**src/rtl/uart_cmd_decoder_pkg.sv**
```systemverilog
// Shared command codes, control-byte layout and decoder state encoding.
package uart_cmd_decoder_pkg;

   localparam logic [7:0] CMD_DATA   = 8'h01;
   localparam logic [7:0] CMD_FREQ   = 8'h02;
   localparam logic [7:0] CMD_PERIOD = 8'h03;

   localparam logic [1:0] CTRL_TAG   = 2'b01;

   // Control byte layout, MSB first: {channel[7:4], rsvd[3], mode[2], tag[1:0]}
   typedef struct packed {
      logic [3:0] channel;
      logic       rsvd;
      logic       mode;
      logic [1:0] tag;
   } ctrl_byte_t;

   typedef enum logic [2:0] {
      ST_IDLE,
      ST_FREQ,
      ST_PERIOD,
      ST_DATA,
      ST_CTRL
   } state_e;

endpackage

```
**src/rtl/uart_cmd_decoder_collector.sv**
```systemverilog
// Shifts bytes LSB-first into a DATA_BIT shadow word; flags the final byte of a word.
module uart_cmd_decoder_collector #(
   parameter int unsigned DATA_BIT = 32
) (
   input  logic                i_clk,
   input  logic                i_rst_n,
   input  logic                i_clear,
   input  logic                i_shift,
   input  logic [7:0]          i_byte,
   output logic [DATA_BIT-1:0] o_shadow,
   output logic [DATA_BIT-1:0] o_word_c,
   output logic                o_done_c
);

   localparam int unsigned NBYTES = DATA_BIT / 8;
   localparam int unsigned CNT_W  = (NBYTES > 1) ? $clog2(NBYTES) : 1;

   logic [CNT_W-1:0] r_cnt;

   // Word as it will look once the current byte is shifted in
   assign o_word_c = DATA_BIT'({i_byte, o_shadow} >> 8);
   assign o_done_c = i_shift && (r_cnt == CNT_W'(NBYTES - 1));

   always_ff @(posedge i_clk) begin
      if (!i_rst_n || i_clear) begin
         o_shadow <= '0;
         r_cnt    <= '0;
      end else if (i_shift) begin
         o_shadow <= o_word_c;
         r_cnt    <= o_done_c ? '0 : r_cnt + CNT_W'(1);
      end
   end

endmodule

```
**src/rtl/uart_cmd_decoder.sv**
```systemverilog
// Frames FREQ / PERIOD / DATA packets from the UART byte stream into
// configuration registers and per-channel load strobes.
module uart_cmd_decoder
   import uart_cmd_decoder_pkg::*;
#(
   parameter int unsigned DATA_BIT       = 32,
   parameter int unsigned OUTPUT_NUM     = 16,
   parameter logic [7:0]  SLOW_PERIOD    = 8'h14,
   parameter logic [7:0]  FAST_PERIOD    = 8'h05,
   parameter int unsigned TIMEOUT_CYCLES = 100000
) (
   input  logic                clk_i,
   input  logic                rst_ni,
   input  logic [7:0]          rx_data_i,
   input  logic                rx_done_tick_i,
   output logic [DATA_BIT-1:0] freq_pattern_o,
   output logic [7:0]          slow_period_o,
   output logic [7:0]          fast_period_o,
   output logic                cfg_update_tick_o,
   output logic [DATA_BIT-1:0] ch_data_o,
   output logic [3:0]          ch_sel_o,
   output logic                ch_mode_o,
   output logic                ch_load_tick_o,
   output logic                err_tick_o
);

   localparam int unsigned TO_W = $clog2(TIMEOUT_CYCLES);

   state_e              r_state, w_state_nxt;
   logic [TO_W-1:0]     r_to_cnt;
   logic [7:0]          r_slow_shd, w_slow_shd_nxt;
   logic                r_per_idx, w_per_idx_nxt;

   logic [DATA_BIT-1:0] w_freq_nxt, w_ch_data_nxt;
   logic [7:0]          w_slow_nxt, w_fast_nxt;
   logic [3:0]          w_ch_sel_nxt;
   logic                w_ch_mode_nxt;
   logic                w_cfg_tick_nxt, w_load_tick_nxt, w_err_tick_nxt;

   logic [DATA_BIT-1:0] w_shadow, w_word;
   logic                w_done, w_timeout, w_shift, w_clear, w_ctrl_ok;
   ctrl_byte_t          w_ctrl;

   assign w_ctrl    = ctrl_byte_t'(rx_data_i);
   assign w_ctrl_ok = (w_ctrl.tag == CTRL_TAG) && !w_ctrl.rsvd
                      && (32'(w_ctrl.channel) < OUTPUT_NUM);

   // A byte landing on the expiry cycle wins over the timeout
   assign w_timeout = (r_state != ST_IDLE) && !rx_done_tick_i
                      && (r_to_cnt == TO_W'(TIMEOUT_CYCLES - 1));

   assign w_shift = rx_done_tick_i && ((r_state == ST_FREQ) || (r_state == ST_DATA));
   assign w_clear = (r_state == ST_IDLE) || w_timeout;

   uart_cmd_decoder_collector #(
      .DATA_BIT (DATA_BIT)
   ) u_collector (
      .i_clk    (clk_i),
      .i_rst_n  (rst_ni),
      .i_clear  (w_clear),
      .i_shift  (w_shift),
      .i_byte   (rx_data_i),
      .o_shadow (w_shadow),
      .o_word_c (w_word),
      .o_done_c (w_done)
   );

   // Next-state and next-output decode
   always_comb begin
      w_state_nxt     = r_state;
      w_slow_shd_nxt  = r_slow_shd;
      w_per_idx_nxt   = r_per_idx;
      w_freq_nxt      = freq_pattern_o;
      w_slow_nxt      = slow_period_o;
      w_fast_nxt      = fast_period_o;
      w_ch_data_nxt   = ch_data_o;
      w_ch_sel_nxt    = ch_sel_o;
      w_ch_mode_nxt   = ch_mode_o;
      w_cfg_tick_nxt  = 1'b0;
      w_load_tick_nxt = 1'b0;
      w_err_tick_nxt  = 1'b0;

      if (w_timeout) begin
         w_err_tick_nxt = 1'b1;
         w_state_nxt    = ST_IDLE;
      end else if (rx_done_tick_i) begin
         unique case (r_state)
            ST_IDLE: begin
               w_per_idx_nxt = 1'b0;
               case (rx_data_i)
                  CMD_FREQ:   w_state_nxt = ST_FREQ;
                  CMD_PERIOD: w_state_nxt = ST_PERIOD;
                  CMD_DATA:   w_state_nxt = ST_DATA;
                  default:    w_err_tick_nxt = 1'b1;
               endcase
            end
            ST_FREQ: begin
               if (w_done) begin
                  w_freq_nxt     = w_word;
                  w_cfg_tick_nxt = 1'b1;
                  w_state_nxt    = ST_IDLE;
               end
            end
            ST_PERIOD: begin
               if (!r_per_idx) begin
                  w_slow_shd_nxt = rx_data_i;
                  w_per_idx_nxt  = 1'b1;
               end else begin
                  if ((r_slow_shd != 8'h00) && (rx_data_i != 8'h00)) begin
                     w_slow_nxt     = r_slow_shd;
                     w_fast_nxt     = rx_data_i;
                     w_cfg_tick_nxt = 1'b1;
                  end else begin
                     w_err_tick_nxt = 1'b1;
                  end
                  w_state_nxt = ST_IDLE;
               end
            end
            ST_DATA: begin
               if (w_done) begin
                  w_state_nxt = ST_CTRL;
               end
            end
            ST_CTRL: begin
               if (w_ctrl_ok) begin
                  w_ch_data_nxt   = w_shadow;
                  w_ch_sel_nxt    = w_ctrl.channel;
                  w_ch_mode_nxt   = w_ctrl.mode;
                  w_load_tick_nxt = 1'b1;
               end else begin
                  w_err_tick_nxt = 1'b1;
               end
               w_state_nxt = ST_IDLE;
            end
            default: w_state_nxt = ST_IDLE;
         endcase
      end
   end

   // State, timeout counter and registered outputs
   always_ff @(posedge clk_i) begin
      if (!rst_ni) begin
         r_state           <= ST_IDLE;
         r_to_cnt          <= '0;
         r_slow_shd        <= '0;
         r_per_idx         <= 1'b0;
         freq_pattern_o    <= '0;
         slow_period_o     <= SLOW_PERIOD;
         fast_period_o     <= FAST_PERIOD;
         ch_data_o         <= '0;
         ch_sel_o          <= '0;
         ch_mode_o         <= 1'b0;
         cfg_update_tick_o <= 1'b0;
         ch_load_tick_o    <= 1'b0;
         err_tick_o        <= 1'b0;
      end else begin
         r_state           <= w_state_nxt;
         r_to_cnt          <= ((r_state == ST_IDLE) || rx_done_tick_i) ? '0 : r_to_cnt + TO_W'(1);
         r_slow_shd        <= w_slow_shd_nxt;
         r_per_idx         <= w_per_idx_nxt;
         freq_pattern_o    <= w_freq_nxt;
         slow_period_o     <= w_slow_nxt;
         fast_period_o     <= w_fast_nxt;
         ch_data_o         <= w_ch_data_nxt;
         ch_sel_o          <= w_ch_sel_nxt;
         ch_mode_o         <= w_ch_mode_nxt;
         cfg_update_tick_o <= w_cfg_tick_nxt;
         ch_load_tick_o    <= w_load_tick_nxt;
         err_tick_o        <= w_err_tick_nxt;
      end
   end

endmodule

```
**config.mk**
```make
export PLATFORM = sky130hd
export DESIGN_NAME = uart_cmd_decoder
export DESIGN_NICKNAME = d
export VERILOG_FILES = /design/src/rtl/uart_cmd_decoder_pkg.sv /design/src/rtl/uart_cmd_decoder_collector.sv /design/src/rtl/uart_cmd_decoder.sv
export SDC_FILE = /design/constraint.sdc
export NUM_CORES = 1
export LEC_CHECK = 0
export BUFFER_PORTS_ARGS = -buffer_cell sky130_fd_sc_hd__buf_4
export CORE_MARGIN = 5
export CORE_UTILIZATION = 55
export CTS_CLUSTER_SIZE = 28
export DETAILED_ROUTE_END_ITERATION = 6
export GPL_TIMING_DRIVEN = 0
export PLACE_DENSITY = 0.84
export SETUP_SLACK_MARGIN = 0.05
export SYNTH_ARGS = -nofsm -noshare
export SYNTH_HDL_FRONTEND = slang
export SYNTH_SLANG_ARGS = --single-unit
```
**constraint.sdc**
```tcl
create_clock -name clk_i -period 2.5 [get_ports clk_i]
set_clock_uncertainty 0.15 [all_clocks]
set_input_delay 0.125 -clock clk_i [delete_from_list [all_inputs] [get_ports clk_i]]
set_output_delay 0.125 -clock clk_i [all_outputs]
set_load 0.05 [all_outputs]
```
== Yosys cells after proc, flatten, opt, wreduce, memory -nomap -nowiden ==
Index checks and enable logic that the tools add are counted.
Word-level totals
  register bits after elaboration: 151
  input bits: 11
  output and inout port bits: 88
Cells by class
  $add $sub $neg: 2
  equality and inequality tests: 14
  muxes and demuxes: 19
  bitwise gates (word level): 5
  reductions and logical operators: 29
Operators with widths (number)
  17-bit by 1-bit adder with 17-bit output (second input constant): 1
  17-bit == test (second input constant): 1
  8-bit by 2-bit == test with 1-bit output (second input constant): 2
  8-bit nonzero test: 2
  3-bit case mux with 4 select lines: 1
  4-bit AND reduction: 3
  1-bit two-way mux: 10
  5-bit AND reduction: 2
  3-bit two-way mux: 3
  3-bit case mux with 3 select lines: 1
  8-bit by 1-bit == test with 1-bit output (second input constant): 1
  3-bit by 2-bit == test with 1-bit output (second input constant): 2
  1-bit logical AND: 6
  3-bit OR reduction: 2
  1-bit inverter: 5
  1-bit logical OR: 4
  2-bit by 1-bit != test with 1-bit output (second input constant): 2
  4-bit by 1-bit != test with 1-bit output (second input constant): 1
  1-bit case mux with 2 select lines: 2
  2-bit OR reduction: 2
  4-bit OR reduction: 1
  3-bit by 1-bit == test with 1-bit output (second input constant): 1
  3-bit == test (second input constant): 1
  1-bit zero test: 3
  other kinds (10): 10

== Longest topological paths before layout ==
  depth after elaboration: 7
  gate-level depth with buffers: 7
  gate-level depth less buffers: 5

== Hierarchy ==
A second synthesis with hierarchy kept.
Second synthesis, totals
  cell total of the unflattened synthesis: 705
  area total of the unflattened synthesis: 6045.8 um2
By module, submodules not included
  uart_cmd_decoder: instances 1, cells an instance 559, area an instance 4578.1 um2, sequential area each 2342.2 um2
  uart_cmd_decoder_collector: instances 1, cells an instance 146, area an instance 1467.7 um2, sequential area each 680.7 um2

== Worst setup path before layout ==
No wires, ideal clock.
  path kind: register to register
  start point: register r_to_cnt[0]
  end point: register u_collector.r_cnt[0]
  arrival: 1.648 ns
  required time: 2.222 ns
  slack: 0.574 ns
  cell stages (with the launch flop): 7
  clock period less this slack: 1.926 ns
  path through: dfxtp_1 -> ha_1 -> and4_1 -> nand4_1 -> o211ai_1 -> clkbuf_1 -> nor2_1
On the way
  longest elaborated chain between the ends: 4
RTL lines
  from (decl): RTL line uart_cmd_decoder.sv:30  | logic [TO_W-1:0] r_to_cnt;
  from (signal assigned): RTL line uart_cmd_decoder.sv:158  | r_to_cnt <= ((r_state == ST_IDLE) || rx_done_tick_i) ? '0 : r_to_cnt + TO_W'(1);
  17-bit == test: RTL line uart_cmd_decoder.sv:50  | && (r_to_cnt == TO_W'(TIMEOUT_CYCLES - 1));
  1-bit logical AND: RTL line uart_cmd_decoder.sv:50
  1-bit logical OR: RTL line uart_cmd_decoder.sv:53  | assign w_clear = (r_state == ST_IDLE) || w_timeout;
  1-bit logical OR: RTL line uart_cmd_decoder_collector.sv:25  | if (!i_rst_n || i_clear) begin
  to (signal assigned): RTL line uart_cmd_decoder_collector.sv:30  | r_cnt <= o_done_c ? '0 : r_cnt + CNT_W'(1);
  to (decl): RTL line uart_cmd_decoder_collector.sv:18  | logic [CNT_W-1:0] r_cnt;
Every way passes these cells.
A chain may end at the register's enable or synchronous reset.

== Worst setup path in the final report ==
  start point: input rx_data_i[1]
  end point: register ch_data_o[10]
On the way
  longest elaborated chain between the ends: 3
RTL lines
  from (decl): RTL line uart_cmd_decoder.sv:14  | input logic [7:0] rx_data_i,
  2-bit by 1-bit == test with 1-bit output: RTL line uart_cmd_decoder.sv:45  | assign w_ctrl_ok = (w_ctrl.tag == CTRL_TAG) && !w_ctrl.rsvd
  1-bit logical AND: RTL line uart_cmd_decoder.sv:45
  4-bit AND reduction (no source line)
  to (signal assigned): RTL line uart_cmd_decoder.sv:164  | ch_data_o <= w_ch_data_nxt;
  to (decl): RTL line uart_cmd_decoder.sv:20  | output logic [DATA_BIT-1:0] ch_data_o,
Every way passes these cells.

==> flow_summary.toml <==
[drt]
wl_per_cell_um = 16.4
antenna_left = 0
drc_errors = 0
vias_per_cell = 5.73
first_pass_iters = 5
drt_iter0_drc = 617
wirelength_um = 16200
dr_total_vias = 5654

[sta]
tns_ns = 0
timing.final.crit_share = 0.932
worst_hold_slack_ns = 0.288
finalWorstSetupSlack_ns = 0.170
slew_headroom = 0.566
worst_slew_pin_slew_ns = 0.651
setup_viol = 0
rsz0062_at_grt = "no"
max_freq_ghz = 0.429
final.min_clock_period_ns = 2.33
maxSlewViolCount = 0
hold_violations = 0

[logic_synthesis]
synth_fp_nets = 722
synth_top_area_frac = 0.526
synthDistinctLibCells = 43
yosys-top-cells-count = "nand2_1, dfxtp_1, a21oi_1, clkbuf_1, nand4_1"
ys_warn_count = 0
yosysSeqAreaShare = 0.526
netlist_area_um2 = 5740
syn_inst = 709
ys_seq_elements = 151
ys.flop_type = "dfxtp_1"
ys_top_cells_by_area = "dfxtp_1, nand2_1, a21oi_1"
synth.avg_cell_area_um2 = 8.10
synthArstFlopShare = 0
synth_edf_count = 0
synth_most_common_cell = "nand2_1"
yosys.area.top_type = "dfxtp_1"

[pwr]
p_sw_frac = 0.212
leakage_uw = 0.00260
share_seq_of_total_power = 0.463
p_int_uw = 4100
combPwrFrac = 0.020
vdd_drop_max_mv = 0.482
total_power_uw = 5200
clockPowerShare = 0.517
power_density_nw_per_um2 = 703
switchingPower_uw = 1100

[setup_path]
crit_top_cell = "clkbuf_1"
end_kind = "flop"
cpMaxStageDelayCell = "dlygate4sd3_1"
setup.worst_path.end = "ch_data_o[10]"
reg2reg_depth = 6
crit_family = "buffers and inverters"
cp.arrival_ns = 2.58
critical_path_class = "in2reg"
cp_max_fo = 10
cp-start-kind = "input pin"
cp.required_ns = 2.75
path_depth = 7
path_cells = "dlygate4sd3_1 > clkbuf_1 > nor3b_1 > nand3_1 > clkbuf_1 > nand2_1 > a21oi_1"
r2r_start = "r_state[1]"
reg2reg_slack_ns = 0.20
cpPeakStageDelay_ns = 0.54
startpoint = "rx_data_i[1]"
r2r-end = "ch_data_o[10]"
crit_buf_inv = 3

[global_route]
grt_pass1_vias = 5631
use_met2 = 0.416
gr-max-usage-layer = "met2"
grt_first_pass_wirelength_um = 26900
grt_use_met3 = 0.0733
track_usage = 0.261
grt_start_max_net_pins = 17
use_met1 = 0.318
antenna_found_initial = 0
overflow = 0

[min_path]
hp-class = "in2reg"

[clock_network]
clk_latency_ns = 0.53
root_buffer = "clkbuf_8"
htree_levels = 4
cts_sinks = 151
cts_buffer_depth = 2
cts_tree = "yes"
cts_buffers = 17
path_clk_slew_ns = 0.06

[finish]
n_antenna_cell = 0
multiInputGateArea_um2 = 2490
areaGrowthSynthToFinish_pct = 28.8
seq_area_um2 = 3020
final_nets = 851
n_fill_cell = 764
drive_above_1_share = 0.174

[floorplanning]
core_area_um2 = 10300
die_area_um2 = 12600
rows = 37
ios = 99
initial_utilization = 0.559
die_w_um = 112
die_y_um = 112

[placed_design]
port_buffers = 96
dp_hpwl_um = 10800
gp_congestion = 0.854
dp_slack_ns = 0.0221

[flow_run]
maxCapViolations = 0

[status]
status = "complete, no violations"
[how the worst min path moves through the flow]
stage,start,endpoint,cells after the start
final,rx_data_i[6],ch_sel_o[2],4
after global routing,rx_data_i[4],r_slow_shd[4],4
after CTS,rx_data_i[6],freq_pattern_o[30],4
after detailed placement,rx_data_i[4],r_slow_shd[4],3
after global placement,rx_data_i[5],r_slow_shd[5],3
after floorplan,rx_data_i[2],u_collector.o_shadow[26],2
[cell usage in the layout (no fill, tap or decap), types with 6 or more instances in the layout]
cell	Yosys	layout
nor4_1	6	6
dfxtp_1	151	151
clkbuf_16	0	16
clkbuf_1	41	40
nand3_1	9	9
xor2_1	9	9
a21oi_1	133	133
dlygate4sd3_1	0	10
nand2_1	220	220
o21ai_0	13	13
o31ai_1	17	17
buf_4	0	100
nand4_1	21	21
nor2_1	15	15
[cells by family after synthesis]
group	count (synthesis)	synth area share
AOI/OAI and AO/OA	176	0.165
xor gates and xnor gates	12	0.0183
DFF	151	0.526
buffers and inverters	57	0.0416
and+or+nand+nor	311	0.244
adders and majority gates	2	0.00436
[stage by stage]
stage / instance area (µm²) / util / std cells
after floorplan: 5740 / - / 709
after global placement: 6640 / 0.646 / 941
after detailed placement: 6640 / 0.646 / 941
after CTS: 7370 / 0.717 / 983
after global routing: 7400 / 0.720 / 987
final: 7400 / 0.720 / 987
[repair_timing]
| action | 4_1_cts | 5_1_grt |
|---|---|---|
| pin swaps | 0 | 1 |
| gates resized for setup | 1 | 5 |
| cloned | 0 | 0 |
| endpoints found under the hold margin | 42 | 0 |
| setup buffers | 0 | 4 |
| hold buffers | 10 | 0 |
| setup endpoints to repair | 6 | 69 |
[flip-flops by register name (all words and copies together) (netlist names), 2 cells and up]
name and cells:
u_collector.o_shadow 32, r_slow_shd 8, freq_pattern_o 32, u_collector.r_cnt 2
fast_period_o 8, r_to_cnt 17, ch_sel_o 4, slow_period_o 8
ch_data_o 32, r_state 3
[metal layers]
layer | vias to the layer above | share of wire
li1 | 2681 | -
met1 | 2643 | 0.40
met4 | 0 | 0.035
met5 | - | 0
met3 | 54 | 0.078
met2 | 276 | 0.48
[worst register-to-register path, stage by stage, from the launching register on]
cell	delay (ns)
dfxtp_1	0.31
buf_2	0.19
nor3b_1	0.38
nand3_1	0.50
clkbuf_1	0.38
nand2_1	0.17
a21oi_1	0.09
[power groups by stage]
stage / Combinational, µW / Clock [µW] / Sequential, µW
floorplan: 42.7 / 0 / 2460
global placement: 86.7 / 0 / 2460
detailed placement: 88.9 / 0 / 2460
CTS: 102 / 2700 / 2410
global route: 112 / 2820 / 2410
finish: 106 / 2690 / 2410
[layout make-up]
class / instances / area share
clock buffers: 19 / 0.0583
flip-flops and latches: 151 / 0.408
plain buffers: 53 / 0.0308
clock inverters: 13 / 0.0262
inverters: 4 / 0.00203
well taps: 136 / 0.0230
repair buffers: 110 / 0.115
multi-input cells: 501 / 0.336
Power figures use the tool's default switching activity.
